==> src/rtl/mac_seq_pkg.sv <==
// rtl/mac_seq_pkg.sv - shared types and widths for the sum-of-products sequencer
package mac_seq_pkg;

    localparam int OP_W   = 8;
    localparam int PROD_W = 16;
    localparam int SUM_W  = 17;

    typedef enum logic [1:0] {
        ST_IDLE     = 2'd0,
        ST_ISSUE_AB = 2'd1,
        ST_ISSUE_CD = 2'd2,
        ST_DONE     = 2'd3
    } state_t;

    localparam logic [1:0] WR_SEL_A = 2'd0;
    localparam logic [1:0] WR_SEL_B = 2'd1;
    localparam logic [1:0] WR_SEL_C = 2'd2;
    localparam logic [1:0] WR_SEL_D = 2'd3;

endpackage

==> src/rtl/rise_detect.sv <==
// rtl/rise_detect.sv - rising-edge event from a level; history resets high so a held level never fires
module rise_detect (
    input  logic clk,
    input  logic rst_n,
    input  logic level_i,
    output logic event_o
);

    logic hist_q;

    always_ff @(posedge clk or negedge rst_n) begin
        if (!rst_n) begin
            hist_q <= 1'b1;
        end else begin
            hist_q <= level_i;
        end
    end

    assign event_o = level_i & ~hist_q;

endmodule

==> src/rtl/mac_sequencer.sv <==
// rtl/mac_sequencer.sv - a*b + c*d over one shared external multiplier in two passes
// Optional MAC_SAT_EN: saturate result to 0xFFFF when the 17-bit sum overflows.
module mac_sequencer
    import mac_seq_pkg::*;
#(
    parameter int MUL_LAT = 1
) (
    input  logic                clk,
    input  logic                rst_n,
    input  logic                wr_req,
    input  logic [1:0]          wr_sel,
    input  logic [OP_W-1:0]     wr_data,
    input  logic                start,
    output logic                busy,
    output logic                done,
    output logic [PROD_W-1:0]   result,
    output logic                ovf,
    output logic [OP_W-1:0]     mul_a,
    output logic [OP_W-1:0]     mul_b,
    input  logic [PROD_W-1:0]   mul_p
);

    localparam logic [1:0] LAT_CNT = 2'(MUL_LAT);

    state_t              state_q, state_d;
    logic [1:0]          cnt_q, cnt_d;
    logic [SUM_W-1:0]    acc_q, acc_d;
    logic [PROD_W-1:0]   result_q, result_d;
    logic                ovf_q, ovf_d;
    logic [OP_W-1:0]     a_q, a_d, b_q, b_d, c_q, c_d, d_q, d_d;
    logic [SUM_W-1:0]    sum;
    logic                wr_evt, start_evt;

    rise_detect u_wr_rise (
        .clk     (clk),
        .rst_n   (rst_n),
        .level_i (wr_req),
        .event_o (wr_evt)
    );

    rise_detect u_start_rise (
        .clk     (clk),
        .rst_n   (rst_n),
        .level_i (start),
        .event_o (start_evt)
    );

    assign sum = acc_q + {1'b0, mul_p};

    always_ff @(posedge clk or negedge rst_n) begin
        if (!rst_n) begin
            state_q  <= ST_IDLE;
            cnt_q    <= 2'd0;
            acc_q    <= '0;
            result_q <= '0;
            ovf_q    <= 1'b0;
            a_q      <= '0;
            b_q      <= '0;
            c_q      <= '0;
            d_q      <= '0;
        end else begin
            state_q  <= state_d;
            cnt_q    <= cnt_d;
            acc_q    <= acc_d;
            result_q <= result_d;
            ovf_q    <= ovf_d;
            a_q      <= a_d;
            b_q      <= b_d;
            c_q      <= c_d;
            d_q      <= d_d;
        end
    end

    always_comb begin
        state_d  = state_q;
        cnt_d    = cnt_q;
        acc_d    = acc_q;
        result_d = result_q;
        ovf_d    = ovf_q;
        a_d      = a_q;
        b_d      = b_q;
        c_d      = c_q;
        d_d      = d_q;
        mul_a    = '0;
        mul_b    = '0;
        busy     = 1'b1;
        done     = 1'b0;

        case (state_q)
            ST_IDLE: begin
                busy = 1'b0;
                // A write and start in the same cycle both land on the entering edge
                if (wr_evt) begin
                    case (wr_sel)
                        WR_SEL_A: a_d = wr_data;
                        WR_SEL_B: b_d = wr_data;
                        WR_SEL_C: c_d = wr_data;
                        default:  d_d = wr_data;
                    endcase
                end
                if (start_evt) begin
                    state_d = ST_ISSUE_AB;
                    cnt_d   = LAT_CNT;
                end
            end
            ST_ISSUE_AB: begin
                mul_a = a_q;
                mul_b = b_q;
                if (cnt_q == 2'd0) begin
                    acc_d   = {1'b0, mul_p};
                    cnt_d   = LAT_CNT;
                    state_d = ST_ISSUE_CD;
                end else begin
                    cnt_d = cnt_q - 2'd1;
                end
            end
            ST_ISSUE_CD: begin
                mul_a = c_q;
                mul_b = d_q;
                if (cnt_q == 2'd0) begin
`ifdef MAC_SAT_EN
                    result_d = sum[SUM_W-1] ? {PROD_W{1'b1}} : sum[PROD_W-1:0];
`else
                    result_d = sum[PROD_W-1:0];
`endif
                    ovf_d   = sum[SUM_W-1];
                    cnt_d   = 2'd0;
                    state_d = ST_DONE;
                end else begin
                    cnt_d = cnt_q - 2'd1;
                end
            end
            default: begin
                done    = 1'b1;
                state_d = ST_IDLE;
            end
        endcase
    end

    assign result = result_q;
    assign ovf    = ovf_q;

endmodule

==> config.mk <==
export PLATFORM = sky130hd
export DESIGN_NAME = mac_sequencer
export DESIGN_NICKNAME = d
export VERILOG_FILES = /design/src/rtl/mac_seq_pkg.sv /design/src/rtl/rise_detect.sv /design/src/rtl/mac_sequencer.sv
export SDC_FILE = /design/constraint.sdc
export NUM_CORES = 1
export LEC_CHECK = 0
export CORE_AREA = 2 2 85 87
export DETAILED_ROUTE_END_ITERATION = 8
export DIE_AREA = 0 0 87 89
export PLACE_DENSITY_LB_ADDON = 0.15
export SETUP_SLACK_MARGIN = 0.02
export SLEW_MARGIN = 30
export SYNTH_ARGS = -nofsm -noshare
export SYNTH_HDL_FRONTEND = slang
export SYNTH_SLANG_ARGS = --single-unit
==> constraint.sdc <==
create_clock -name clk -period 6.2 [get_ports clk]
set_input_delay 1.55 -clock clk [delete_from_list [all_inputs] [get_ports clk]]
set_output_delay 1.55 -clock clk [all_outputs]
set_load 0.02 [all_outputs]
==> run_summary.xml, run 1 <==
<?xml version="1.0" encoding="UTF-8"?>
<metrics>
  <group name="synthesis">
    <metric name="post_synth_instance_area" unit="sq mm">0.00385</metric>
    <metric name="number_of_enable_flip_flop_cells_after_synthesis" unit="">0</metric>
    <metric name="yosys_warnings" unit="">0</metric>
    <metric name="synth_flop_cell" unit="">sky130_fd_sc_hd__dfrtp_1</metric>
    <metric name="synth.avg_cell_area" unit="sq um">11.2</metric>
    <metric name="ys_async_sr_fraction" unit="">1.00</metric>
    <metric name="synth.most_common_cell" unit="">sky130_fd_sc_hd__dfrtp_1</metric>
    <metric name="synth_nets" unit="">395</metric>
    <metric name="yosys.area.top_type" unit="">sky130_fd_sc_hd__dfrtp_1</metric>
    <metric name="synth_top_area_frac" unit="">0.448</metric>
    <metric name="synth_seq_area_share" unit="">0.462</metric>
    <metric name="netlist_top_cells_area" unit="">sky130_fd_sc_hd__dfrtp_1, sky130_fd_sc_hd__mux2_2, sky130_fd_sc_hd__ha_1</metric>
    <metric name="number_of_flip_flops_and_latches_in_the_synthesized_netlist" unit="">71</metric>
    <metric name="synth_cells" unit="">344</metric>
    <metric name="netlist-cell-type-count" unit="">60</metric>
    <metric name="ys_top_cells_by_count" unit="">sky130_fd_sc_hd__dfrtp_1, sky130_fd_sc_hd__mux2_2, sky130_fd_sc_hd__nand2_1</metric>
  </group>
  <group name="placement">
    <metric name="dp_hpwl" unit="mm">6.03</metric>
    <metric name="placement.setup.worst_slack" unit="ns">2.19</metric>
    <metric name="placed_area" unit="sq mm">0.00454</metric>
    <metric name="portBuffers" unit="">64</metric>
    <metric name="place.gp.congestion" unit="">0.859</metric>
  </group>
  <group name="critical_path">
    <metric name="crit_path_start" unit="">state_q[0]</metric>
    <metric name="timing.rr.start" unit="">state_q[0]</metric>
    <metric name="worst-r2r-setup-slack" unit="ns">3.59</metric>
    <metric name="worst_setup_path_start_kind" unit="">flop</metric>
    <metric name="critPathRequiredTime" unit="ns">4.65</metric>
    <metric name="cp_data_arrival_time" unit="ns">2.62</metric>
    <metric name="criticalPathCategory" unit="">flop to primary output</metric>
    <metric name="r2r-end" unit="">result[12]</metric>
    <metric name="worst-r2r-cell-count" unit="">7</metric>
    <metric name="timing.critical_path.fanout_max" unit="">22</metric>
    <metric name="endpoint_kind" unit="">primary output</metric>
  </group>
  <group name="global_route">
    <metric name="grt_remaining_overflow" unit="">0</metric>
    <metric name="grt_first_pass_wirelength" unit="mm">13.9</metric>
    <metric name="grt_pass1_vias" unit="">2851</metric>
    <metric name="number_of_antenna_violations_at_the_first_check_in_global_routing" unit="">0</metric>
    <metric name="grt_max_degree" unit="">72</metric>
    <metric name="groute.usage.overall" unit="">0.232</metric>
  </group>
  <group name="clock_tree">
    <metric name="cts_buffers" unit="">9</metric>
    <metric name="tritoncts" unit="">done</metric>
    <metric name="cts_hold_buf" unit="">0</metric>
    <metric name="clock_insertion_delay_worst_skew" unit="ns">0.34</metric>
    <metric name="post_cts_resize_count" unit="">0</metric>
    <metric name="clock_tree.buffer_depth" unit="">2</metric>
    <metric name="h-tree-depth" unit="">3</metric>
    <metric name="cts_post_setup_buffers_inserted" unit="">0</metric>
    <metric name="clkSlewWorstSetupHoldPaths" unit="ns">0.07</metric>
    <metric name="clock_tree_root_driver_cell" unit="">sky130_fd_sc_hd__clkbuf_8</metric>
    <metric name="clock_sinks" unit="">71</metric>
  </group>
  <group name="sta">
    <metric name="post-route-period-util" unit="">0.672</metric>
    <metric name="slew_headroom" unit="">0.431</metric>
    <metric name="finalHoldViolations" unit="">0</metric>
    <metric name="fmax" unit="MHz">240</metric>
    <metric name="slew_viol_final" unit="">0</metric>
    <metric name="grt_setup_unrepaired" unit="">no</metric>
    <metric name="period_minus_slack" unit="ns">4.17</metric>
    <metric name="setup_slack" unit="ns">2.03</metric>
    <metric name="finalClockSkew" unit="ns">0.0144</metric>
    <metric name="worst-slew-pin-transition" unit="ns">0.854</metric>
    <metric name="setup_viol" unit="">0</metric>
    <metric name="fin_setup_tns" unit="ns">0</metric>
  </group>
  <group name="layout">
    <metric name="filler_cell_count" unit="">514</metric>
    <metric name="num-nets-final" unit="">456</metric>
    <metric name="insertedDiodeCount" unit="">0</metric>
    <metric name="area_delta_synth_final" unit="%">22.6</metric>
    <metric name="post-route-cell-area" unit="sq mm">0.00472</metric>
    <metric name="final_layout_size_suffix_gt1_frac" unit="">0.202</metric>
    <metric name="utilization" unit="">0.703</metric>
  </group>
  <group name="power">
    <metric name="pwr_density_cell" unit="mW/mm^2">520</metric>
    <metric name="cellLeakagePower" unit="nW">2.02</metric>
    <metric name="peakVddDrop" unit="mV">0.278</metric>
  </group>
  <group name="floorplan">
    <metric name="design.die.area" unit="sq mm">0.00774</metric>
    <metric name="io_pins" unit="">65</metric>
    <metric name="core" unit="sq mm">0.00672</metric>
    <metric name="initial_utilization" unit="">0.574</metric>
    <metric name="dieHeight" unit="um">89</metric>
    <metric name="die_width" unit="um">87</metric>
    <metric name="placementRows" unit="">30</metric>
  </group>
  <group name="hold_path">
    <metric name="whs_endpoint" unit="">result[0]</metric>
    <metric name="min-delay-start" unit="">result[0]</metric>
    <metric name="worstHoldPathCells" unit="">2</metric>
    <metric name="hold_path.class" unit="">flop to flop</metric>
  </group>
  <group name="detailed_routing">
    <metric name="via_per_inst" unit="">5.90</metric>
    <metric name="dr_total_vias" unit="">2890</metric>
    <metric name="dr.pass1.iters" unit="">5</metric>
    <metric name="route.detailed.wl_per_inst" unit="um">17.3</metric>
    <metric name="route.detailed.drc" unit="">0</metric>
    <metric name="remaining_number_of_nets_flagged_by_the_antenna_check_after_routing" unit="">0</metric>
    <metric name="drt_iter0_markers" unit="">157</metric>
    <metric name="detail_route.wirelength" unit="mm">8.46</metric>
  </group>
  <group name="run">
    <metric name="max-cap-violations" unit="">0</metric>
  </group>
  <group name="run_status">
    <metric name="run_status" unit="">complete, no violations</metric>
  </group>
</metrics>
-- sequential cells by signal (all words and copies together) (netlist names) --
register / flops
c_q: 8
ovf: 1
u_wr_rise.hist_q: 1
d_q: 8
result: 16
state_q: 2
cnt_q: 2
acc_q: 16
u_start_rise.hist_q: 1
b_q: 8
a_q: 8
-- metal layers --
| metal | share of wire | track usage | vias up |
|---|---|---|---|
| li1 | - | - | 1390 |
| met1 | 0.48 | 0.342 | 1429 |
| met2 | 0.46 | 0.355 | 64 |
| met3 | 0.047 | 0.0351 | 7 |
| met4 | 0.0090 | 0.0753 | 0 |
| met5 | 0 | 0 | - |
-- cell type report --
| cell class | count | area (sq um) | share of cell area |
|---|---|---|---|
| clock inverter | 6 | 43.8 | 0.00927 |
| multi-input combinational | 251 | 1980 | 0.418 |
| inverter | 5 | 18.8 | 0.00397 |
| sequential | 71 | 1780 | 0.377 |
| timing repair buffer | 67 | 669 | 0.142 |
| tap | 80 | 100 | 0.0212 |
| clock buffer | 10 | 138 | 0.0291 |
-- worst max path at each step --
stage,endpoint,slack (ns),depth (start not counted)
global placement,result[12],2.21,8
detailed placement,result[12],2.19,8
global route,mul_b[6],1.85,5
finish,mul_b[4],2.03,5
floorplan,result[12],2.78,7
CTS,mul_b[4],2.03,5
-- through the flow --
stage / total power [mW] / hold WS, ns / instances
final: 2.45 / 0.484 / 490
after CTS: 2.47 / 0.490 / 490
after global placement: 2.07 / 0.462 / 473
after global routing: 2.64 / 0.519 / 490
after detailed placement: 2.12 / 0.466 / 474
after floorplan: 1.70 / 0.480 / 344
-- cell families after synthesis --
| logic type | count (synthesis) | synth area share |
|---|---|---|
| XOR/XNOR | 8 | 0.0182 |
| AND/OR/NAND/NOR | 87 | 0.119 |
| flip-flops | 71 | 0.462 |
| AO/OA/AOI/OAI | 86 | 0.161 |
| adder cells (fa/ha/maj) | 21 | 0.0701 |
| buffers and inverters | 22 | 0.0273 |
| multiplexers | 49 | 0.143 |
-- worst max-delay path: stages (launching register included) --
cell	delay, ns
sky130_fd_sc_hd__dfrtp_1	0.40
sky130_fd_sc_hd__inv_1	0.11
sky130_fd_sc_hd__ha_1	0.72
sky130_fd_sc_hd__a22oi_1	0.21
sky130_fd_sc_hd__nor2b_1	0.20
sky130_fd_sc_hd__clkdlybuf4s50_1	0.63
-- cell usage in the layout, fill, tap and decap left out, types with 2 or more instances in the layout --
cell type	n
sky130_fd_sc_hd__o21a_1	4
sky130_fd_sc_hd__mux2_2	48
sky130_fd_sc_hd__xnor2_1	4
sky130_fd_sc_hd__or3b_1	2
sky130_fd_sc_hd__a211o_1	2
sky130_fd_sc_hd__nor3_1	4
sky130_fd_sc_hd__a21o_1	5
sky130_fd_sc_hd__and3_1	2
sky130_fd_sc_hd__a21oi_2	2
sky130_fd_sc_hd__clkdlybuf4s50_1	63
sky130_fd_sc_hd__o211ai_1	5
sky130_fd_sc_hd__o31ai_1	3
sky130_fd_sc_hd__dfstp_2	2
sky130_fd_sc_hd__inv_1	5
sky130_fd_sc_hd__a22oi_1	16
sky130_fd_sc_hd__xor2_1	4
sky130_fd_sc_hd__clkinv_2	2
sky130_fd_sc_hd__a211oi_1	2
sky130_fd_sc_hd__nor3b_2	2
sky130_fd_sc_hd__nand2_1	30
sky130_fd_sc_hd__nor2b_1	18
sky130_fd_sc_hd__o21ai_0	14
sky130_fd_sc_hd__a21oi_1	16
sky130_fd_sc_hd__nor2_1	11
sky130_fd_sc_hd__and3_2	2
sky130_fd_sc_hd__ha_1	20
sky130_fd_sc_hd__clkinv_4	2
sky130_fd_sc_hd__dfrtp_1	69
sky130_fd_sc_hd__clkbuf_8	10
sky130_fd_sc_hd__nor4_1	2
sky130_fd_sc_hd__nand3_1	6
-- power by group --
group          internal, mW  switching (mW)  total, mW  leakage, nW
Sequential            0.689           0.128      0.818        0.861
Combinational         0.624           0.674       1.30         1.06
Clock                 0.157           0.182      0.339       0.0926
Total                  1.47           0.984       2.45         2.02
Note: power is estimated with default switching activity, not from simulation.
==> run 2: changes to the inputs <==
CORE_AREA = 2 2 89 91   (was 2 2 85 87)
DIE_AREA = 0 0 91 93   (was 0 0 87 89)
clock period = 3.9 ns   (was 6.2 ns; I/O delays follow)
==> run 2 against run 1 <==
Net effect:
- critical path type unchanged
- highest routed layer unchanged
- utilization decreased by 6.5 points
- worst hold slack about the same
- non-clock buffer count increased by 3
- sequential power increased by 58%
==> run_summary.xml, run 2 (synthesized netlist as in run 1, its figures left out) <==
<?xml version="1.0" encoding="UTF-8"?>
<metrics>
  <group name="run_status">
    <metric name="run_status" unit="">complete, no violations</metric>
  </group>
  <group name="critical_path">
    <metric name="worstPathBufferInverterCount" unit="">3</metric>
    <metric name="cp_slowest_cell" unit="">sky130_fd_sc_hd__clkdlybuf4s50_1</metric>
    <metric name="crit_path_start" unit="">state_q[0]</metric>
    <metric name="endpoint_kind" unit="">primary output</metric>
    <metric name="timing.critical_path.max_delay_family" unit="">buffers and inverters</metric>
    <metric name="timing.rr.start" unit="">acc_q[0]</metric>
    <metric name="critPathMaxStageDelay" unit="ns">0.62</metric>
    <metric name="timing.critical_path.fanout_max" unit="">13</metric>
    <metric name="cp_data_arrival_time" unit="ns">2.42</metric>
    <metric name="critical_path.cell_chain" unit="">inv_1, ha_1, buf_4, a22oi_1, nor2b_1, clkdlybuf4s50_1</metric>
    <metric name="critPathRequiredTime" unit="ns">2.92</metric>
    <metric name="criticalPathCategory" unit="">flop to primary output</metric>
    <metric name="worst_setup_path_start_kind" unit="">flop</metric>
  </group>
  <group name="detailed_routing">
    <metric name="route.detailed.drc" unit="">0</metric>
    <metric name="remaining_number_of_nets_flagged_by_the_antenna_check_after_routing" unit="">0</metric>
    <metric name="via_per_inst" unit="">5.62</metric>
    <metric name="detail_route.wirelength" unit="mm">8.30</metric>
    <metric name="drt_iter0_markers" unit="">101</metric>
    <metric name="dr_total_vias" unit="">2894</metric>
    <metric name="dr.pass1.iters" unit="">5</metric>
    <metric name="route.detailed.wl_per_inst" unit="um">16.1</metric>
  </group>
  <group name="clock_tree">
    <metric name="clock_sinks" unit="">71</metric>
    <metric name="tritoncts" unit="">done</metric>
    <metric name="post_cts_resize_count" unit="">0</metric>
    <metric name="clock_tree_root_driver_cell" unit="">sky130_fd_sc_hd__clkbuf_8</metric>
    <metric name="clkSlewWorstSetupHoldPaths" unit="ns">0.08</metric>
    <metric name="cts_hold_buf" unit="">0</metric>
    <metric name="cts_post_setup_buffers_inserted" unit="">0</metric>
    <metric name="clock_tree.buffer_depth" unit="">2</metric>
    <metric name="h-tree-depth" unit="">3</metric>
    <metric name="clock_insertion_delay_worst_skew" unit="ns">0.35</metric>
    <metric name="cts_buffers" unit="">9</metric>
  </group>
  <group name="layout">
    <metric name="insertedDiodeCount" unit="">0</metric>
    <metric name="final_layout_size_suffix_gt1_frac" unit="">0.208</metric>
    <metric name="num-nets-final" unit="">459</metric>
    <metric name="area_delta_synth_final" unit="%">24.7</metric>
    <metric name="layout.cells.most_common_list" unit="">sky130_fd_sc_hd__dfrtp_1, sky130_fd_sc_hd__clkdlybuf4s50_1, sky130_fd_sc_hd__mux2_2, sky130_fd_sc_hd__nand2_1, sky130_fd_sc_hd__ha_1</metric>
    <metric name="final-instance-count-excl-fill" unit="">515</metric>
    <metric name="most_common_cell_after_layout_fill_and_taps_aside" unit="">sky130_fd_sc_hd__dfrtp_1</metric>
    <metric name="post-route-cell-area" unit="sq mm">0.00481</metric>
  </group>
  <group name="placement">
    <metric name="placement.setup.worst_slack" unit="ns">0.426</metric>
    <metric name="portBuffers" unit="">64</metric>
    <metric name="dp_hpwl" unit="mm">6.02</metric>
    <metric name="dp.cells" unit="">499</metric>
    <metric name="place.gp.congestion" unit="">0.880</metric>
    <metric name="placed_area" unit="sq mm">0.00458</metric>
  </group>
  <group name="sta">
    <metric name="setup_viol" unit="">0</metric>
    <metric name="worst-slew-pin-transition" unit="ns">0.839</metric>
    <metric name="setup_slack" unit="ns">0.507</metric>
    <metric name="period_minus_slack" unit="ns">3.39</metric>
    <metric name="finalHoldViolations" unit="">0</metric>
    <metric name="fin_setup_tns" unit="ns">0</metric>
    <metric name="slew_headroom" unit="">0.438</metric>
    <metric name="finalClockSkew" unit="ns">0.00702</metric>
    <metric name="post-route-period-util" unit="">0.870</metric>
    <metric name="grt_setup_unrepaired" unit="">no</metric>
    <metric name="fmax" unit="MHz">295</metric>
    <metric name="slew_viol_final" unit="">0</metric>
  </group>
  <group name="global_route">
    <metric name="grt_first_pass_wirelength" unit="mm">13.8</metric>
    <metric name="grt_max_degree" unit="">35</metric>
    <metric name="grt_pass1_vias" unit="">2860</metric>
    <metric name="number_of_antenna_violations_at_the_first_check_in_global_routing" unit="">0</metric>
    <metric name="grt_remaining_overflow" unit="">0</metric>
    <metric name="groute.usage.overall" unit="">0.207</metric>
  </group>
  <group name="floorplan">
    <metric name="io_pins" unit="">65</metric>
    <metric name="initial_utilization" unit="">0.512</metric>
    <metric name="core" unit="sq mm">0.00753</metric>
    <metric name="placementRows" unit="">32</metric>
    <metric name="design.die.area" unit="sq mm">0.00846</metric>
    <metric name="dieHeight" unit="um">93</metric>
    <metric name="die_width" unit="um">91</metric>
  </group>
  <group name="run">
    <metric name="max-cap-violations" unit="">0</metric>
  </group>
  <group name="hold_path">
    <metric name="hold_path.class" unit="">flop to flop</metric>
    <metric name="min-delay-start" unit="">result[0]</metric>
  </group>
  <group name="power">
    <metric name="peakVddDrop" unit="mV">0.377</metric>
    <metric name="cellLeakagePower" unit="nW">2.05</metric>
    <metric name="pwr_density_cell" unit="mW/mm^2">837</metric>
  </group>
</metrics>
## run 2: routing by layer
layer	GRT usage	routed length, um	vias to the layer above
met5	0	0	-
met4	0.0745	134	0
met3	0.0395	307	12
met2	0.349	4060	57
met1	0.267	3800	1424
li1	-	-	1401
## run 2: layout make-up
type | count | area (sq um)
fillers | 645 | 2720
multi-input cells | 251 | 1970
flip-flops and latches | 71 | 1780
repair buffers | 70 | 681
well taps | 102 | 128
clock buffers | 9 | 124
clock inverters | 7 | 105
inverters | 5 | 18.8
## run 2: worst register-to-register path: stages, from the launching register on
cell and delay [ns]:
sky130_fd_sc_hd__dfrtp_1 0.39, sky130_fd_sc_hd__ha_1 0.23, sky130_fd_sc_hd__fa_1 0.41, sky130_fd_sc_hd__a21o_1 0.24, sky130_fd_sc_hd__a221o_1 0.39, sky130_fd_sc_hd__a221oi_2 0.32, sky130_fd_sc_hd__o31ai_1 0.09, sky130_fd_sc_hd__a41o_1 0.22
## run 2: power breakdown
part	switching (mW)	total [mW]	internal (mW)
Clock	0.309	0.678	0.369
Combinational	1.06	2.06	0.997
Sequential	0.195	1.29	1.10
Total	1.56	4.02	2.46
## run 2: through the flow
step	total power, mW	hold WS, ns	utilization
3_5_place_dp	3.37	0.467	0.608
6_report	4.02	0.484	0.638
5_1_grt	4.32	0.520	0.638
4_1_cts	4.05	0.487	0.638
3_3_place_gp	3.31	0.465	0.608
2_1_floorplan	2.69	0.480	-
## run 2: worst paths after layout
kind | endpoint | slack, ns | cells past startpoint
min in group asynchronous | d_q[4] | 0.65 | 1
min reg2reg | result[0] | 0.48 | 2
max | mul_b[6] | 0.51 | 6
max reg2reg | result[12] | 1.50 | 7
max in group asynchronous | u_start_rise.hist_q | 2.44 | 2
min | result[0] | 0.48 | 2
==> run 3: changes to the inputs <==
ABC_AREA = 1   (was default)
REMOVE_ABC_BUFFERS = 1   (was default)
==> run 3 against run 2 <==
Net effect:
- non-clock buffer count decreased by 4
- largest cell class unchanged
- critical path type unchanged
- sequential share of layout area decreased by 0.31 points
- largest power group unchanged
- final cell count is 28% higher
==> run_summary.xml, run 3 <==
<?xml version="1.0" encoding="UTF-8"?>
<metrics>
  <group name="sta">
    <metric name="setup_slack" unit="ns">0.434</metric>
    <metric name="fin_setup_tns" unit="ns">0</metric>
    <metric name="setup_viol" unit="">0</metric>
    <metric name="finalClockSkew" unit="ns">0.0104</metric>
    <metric name="post-route-period-util" unit="">0.889</metric>
    <metric name="worst-slew-pin-transition" unit="ns">0.723</metric>
    <metric name="slew_viol_final" unit="">0</metric>
    <metric name="period_minus_slack" unit="ns">3.47</metric>
    <metric name="finalHoldViolations" unit="">0</metric>
    <metric name="fmax" unit="MHz">289</metric>
    <metric name="slew_headroom" unit="">0.518</metric>
    <metric name="grt_setup_unrepaired" unit="">no</metric>
  </group>
  <group name="synthesis">
    <metric name="yosys_warnings" unit="">0</metric>
    <metric name="ys_top_cells_by_count" unit="">sky130_fd_sc_hd__nand2_1, sky130_fd_sc_hd__dfrtp_1, sky130_fd_sc_hd__inv_1</metric>
    <metric name="post_synth_instance_area" unit="sq mm">0.00388</metric>
    <metric name="complex_gate_fraction_of_the_synthesized_area" unit="">0.0890</metric>
    <metric name="ys_async_sr_fraction" unit="">1.00</metric>
    <metric name="number_of_enable_flip_flop_cells_after_synthesis" unit="">0</metric>
    <metric name="synth.area.mux_share" unit="">0.0464</metric>
    <metric name="synth.most_common_cell" unit="">sky130_fd_sc_hd__nand2_1</metric>
    <metric name="synth_flop_cell" unit="">sky130_fd_sc_hd__dfrtp_1</metric>
    <metric name="number_of_flip_flops_and_latches_in_the_synthesized_netlist" unit="">71</metric>
    <metric name="synth.avg_cell_area" unit="sq um">7.94</metric>
    <metric name="synth_xor_area_frac" unit="">0.00903</metric>
    <metric name="yosys.area_share.simple" unit="">0.257</metric>
    <metric name="synth_top_family_by_area" unit="">simple AND/OR/NAND/NOR gates</metric>
    <metric name="netlist_top_cells_area" unit="">sky130_fd_sc_hd__dfrtp_1, sky130_fd_sc_hd__nand2_1, sky130_fd_sc_hd__ha_1</metric>
    <metric name="synth_seq_area_share" unit="">0.458</metric>
    <metric name="netlist-cell-type-count" unit="">32</metric>
    <metric name="synth_cells" unit="">489</metric>
    <metric name="synth_adder_area_share" unit="">0.0696</metric>
    <metric name="synth_top_area_frac" unit="">0.445</metric>
    <metric name="yosys.area.top_type" unit="">sky130_fd_sc_hd__dfrtp_1</metric>
  </group>
  <group name="floorplan">
    <metric name="initial_utilization" unit="">0.516</metric>
    <metric name="dieHeight" unit="um">93</metric>
    <metric name="die_width" unit="um">91</metric>
    <metric name="io_pins" unit="">65</metric>
    <metric name="placementRows" unit="">32</metric>
    <metric name="core" unit="sq mm">0.00753</metric>
    <metric name="design.die.area" unit="sq mm">0.00846</metric>
  </group>
  <group name="clock_tree">
    <metric name="post_cts_resize_count" unit="">0</metric>
    <metric name="tritoncts" unit="">done</metric>
    <metric name="cts_buffers" unit="">9</metric>
    <metric name="h-tree-depth" unit="">3</metric>
    <metric name="clock_tree.buffer_depth" unit="">2</metric>
    <metric name="clkSlewWorstSetupHoldPaths" unit="ns">0.08</metric>
    <metric name="clock_tree_root_driver_cell" unit="">sky130_fd_sc_hd__clkbuf_8</metric>
    <metric name="clock_insertion_delay_worst_skew" unit="ns">0.35</metric>
    <metric name="cts_post_setup_buffers_inserted" unit="">0</metric>
    <metric name="clock_sinks" unit="">71</metric>
    <metric name="cts_hold_buf" unit="">0</metric>
  </group>
  <group name="placement">
    <metric name="placement.setup.worst_slack" unit="ns">0.738</metric>
    <metric name="dp_hpwl" unit="mm">6.37</metric>
    <metric name="place.gp.congestion" unit="">0.841</metric>
    <metric name="portBuffers" unit="">64</metric>
  </group>
  <group name="global_route">
    <metric name="number_of_antenna_violations_at_the_first_check_in_global_routing" unit="">0</metric>
    <metric name="grt_first_pass_wirelength" unit="mm">15.5</metric>
    <metric name="grt_remaining_overflow" unit="">0</metric>
    <metric name="grt_pass1_vias" unit="">3449</metric>
    <metric name="groute.usage.overall" unit="">0.225</metric>
    <metric name="grt_max_degree" unit="">54</metric>
  </group>
  <group name="critical_path">
    <metric name="critPathMaxStageDelay" unit="ns">0.64</metric>
    <metric name="timing.critical_path.fanout_max" unit="">19</metric>
    <metric name="cp_data_arrival_time" unit="ns">2.49</metric>
    <metric name="critical_path.cell_chain" unit="">inv_1, ha_1, clkinv_1, a21oi_1, clkdlybuf4s50_1</metric>
    <metric name="criticalPathCategory" unit="">flop to primary output</metric>
    <metric name="worst-r2r-cell-count" unit="">7</metric>
    <metric name="endpoint_kind" unit="">primary output</metric>
    <metric name="cp_slowest_cell" unit="">sky130_fd_sc_hd__clkdlybuf4s50_1</metric>
    <metric name="critPathRequiredTime" unit="ns">2.92</metric>
    <metric name="worst_setup_path_start_kind" unit="">flop</metric>
  </group>
  <group name="layout">
    <metric name="num-nets-final" unit="">604</metric>
    <metric name="most_common_cell_after_layout_fill_and_taps_aside" unit="">sky130_fd_sc_hd__nand2_1</metric>
    <metric name="layout.cells.most_common_list" unit="">sky130_fd_sc_hd__nand2_1, sky130_fd_sc_hd__dfrtp_1, sky130_fd_sc_hd__clkdlybuf4s50_1, sky130_fd_sc_hd__inv_1, sky130_fd_sc_hd__o21ai_0</metric>
    <metric name="area_used_by_sequential_logic_in_the_layout" unit="sq mm">0.00178</metric>
    <metric name="utilization" unit="">0.644</metric>
    <metric name="filler_cell_count" unit="">699</metric>
    <metric name="multi_input_comb_area" unit="sq mm">0.00183</metric>
    <metric name="final_layout_size_suffix_gt1_frac" unit="">0.0806</metric>
    <metric name="insertedDiodeCount" unit="">0</metric>
    <metric name="area_delta_synth_final" unit="%">24.9</metric>
  </group>
  <group name="run_status">
    <metric name="run_status" unit="">complete, no violations</metric>
  </group>
  <group name="detailed_routing">
    <metric name="route.detailed.drc" unit="">0</metric>
    <metric name="remaining_number_of_nets_flagged_by_the_antenna_check_after_routing" unit="">0</metric>
    <metric name="detail_route.wirelength" unit="mm">8.76</metric>
    <metric name="dr_total_vias" unit="">3333</metric>
    <metric name="drt_iter0_markers" unit="">131</metric>
    <metric name="via_per_inst" unit="">5.05</metric>
    <metric name="dr.pass1.iters" unit="">4</metric>
    <metric name="route.detailed.wl_per_inst" unit="um">13.3</metric>
  </group>
  <group name="power">
    <metric name="pwr_density_cell" unit="mW/mm^2">843</metric>
    <metric name="peakVddDrop" unit="mV">0.385</metric>
    <metric name="cellLeakagePower" unit="nW">2.37</metric>
  </group>
  <group name="hold_path">
    <metric name="hold_path.class" unit="">flop to flop</metric>
    <metric name="worstHoldPathCells" unit="">2</metric>
  </group>
  <group name="run">
    <metric name="max-cap-violations" unit="">0</metric>
  </group>
</metrics>
run 3: layout make-up:
cell class	count	share of cell area
tap	102	0.0263
clock buffer	11	0.0292
inverter	56	0.0434
timing repair buffer	66	0.135
multi-input combinational	349	0.377
sequential	71	0.367
clock inverter	5	0.0219
run 3: path summary, 6_finish.rpt:
path	end	slack (ns)	from
max in group asynchronous	c_q[3]	2.62	rst_n
worst min-delay path	result[0]	0.48	result[0]
worst min register to register	result[0]	0.48	result[0]
worst max register to register	ovf	1.37	state_q[0]
min in group asynchronous	result[4]	0.66	rst_n
worst max-delay path	mul_a[7]	0.43	state_q[0]
run 3: routing by layer:
| metal | GRT usage | wire length (um) |
|---|---|---|
| met1 | 0.282 | 3850 |
| met2 | 0.405 | 4500 |
| met3 | 0.0290 | 290 |
| met4 | 0.0720 | 123 |
| met5 | 0 | 0 |
run 3: worst max-delay path, delay by kind of cell (launching register included):
| kind | cells | cell delay, ns |
|---|---|---|
| AOI/OAI and AO/OA | 1 | 0.31 |
| adders and majority gates | 1 | 0.29 |
| buffers and inverters | 3 | 1.14 |
| DFF | 1 | 0.41 |
run 3: cell families (layout without fill, tap and decap cells):
kind of cell               after synthesis  in the layout
muxes                                   16             16
and+or+nand+nor                        241            241
xor gates and xnor gates                 4              4
AOI/OAI and AO/OA                       67             67
buffers and inverters                   69            138
adders and majority gates               21             21
DFF                                     71             71
run 3: metrics by stage:
stage                     total power [mW]  cells  cell area [sq um]  hold slack [ns]
after floorplan                       2.65    476               3820            0.453
after global placement                3.30    644               4600            0.455
after detailed placement              3.38    644               4600            0.465
after CTS                             4.12    660               4850            0.485
after global routing                  4.43    660               4850            0.515
final                                 4.08    660               4850            0.482
run 3: where the power goes:
group | switching, mW | internal, mW
sequential | 0.207 | 1.08
clock | 0.285 | 0.444
combinational | 1.20 | 0.864
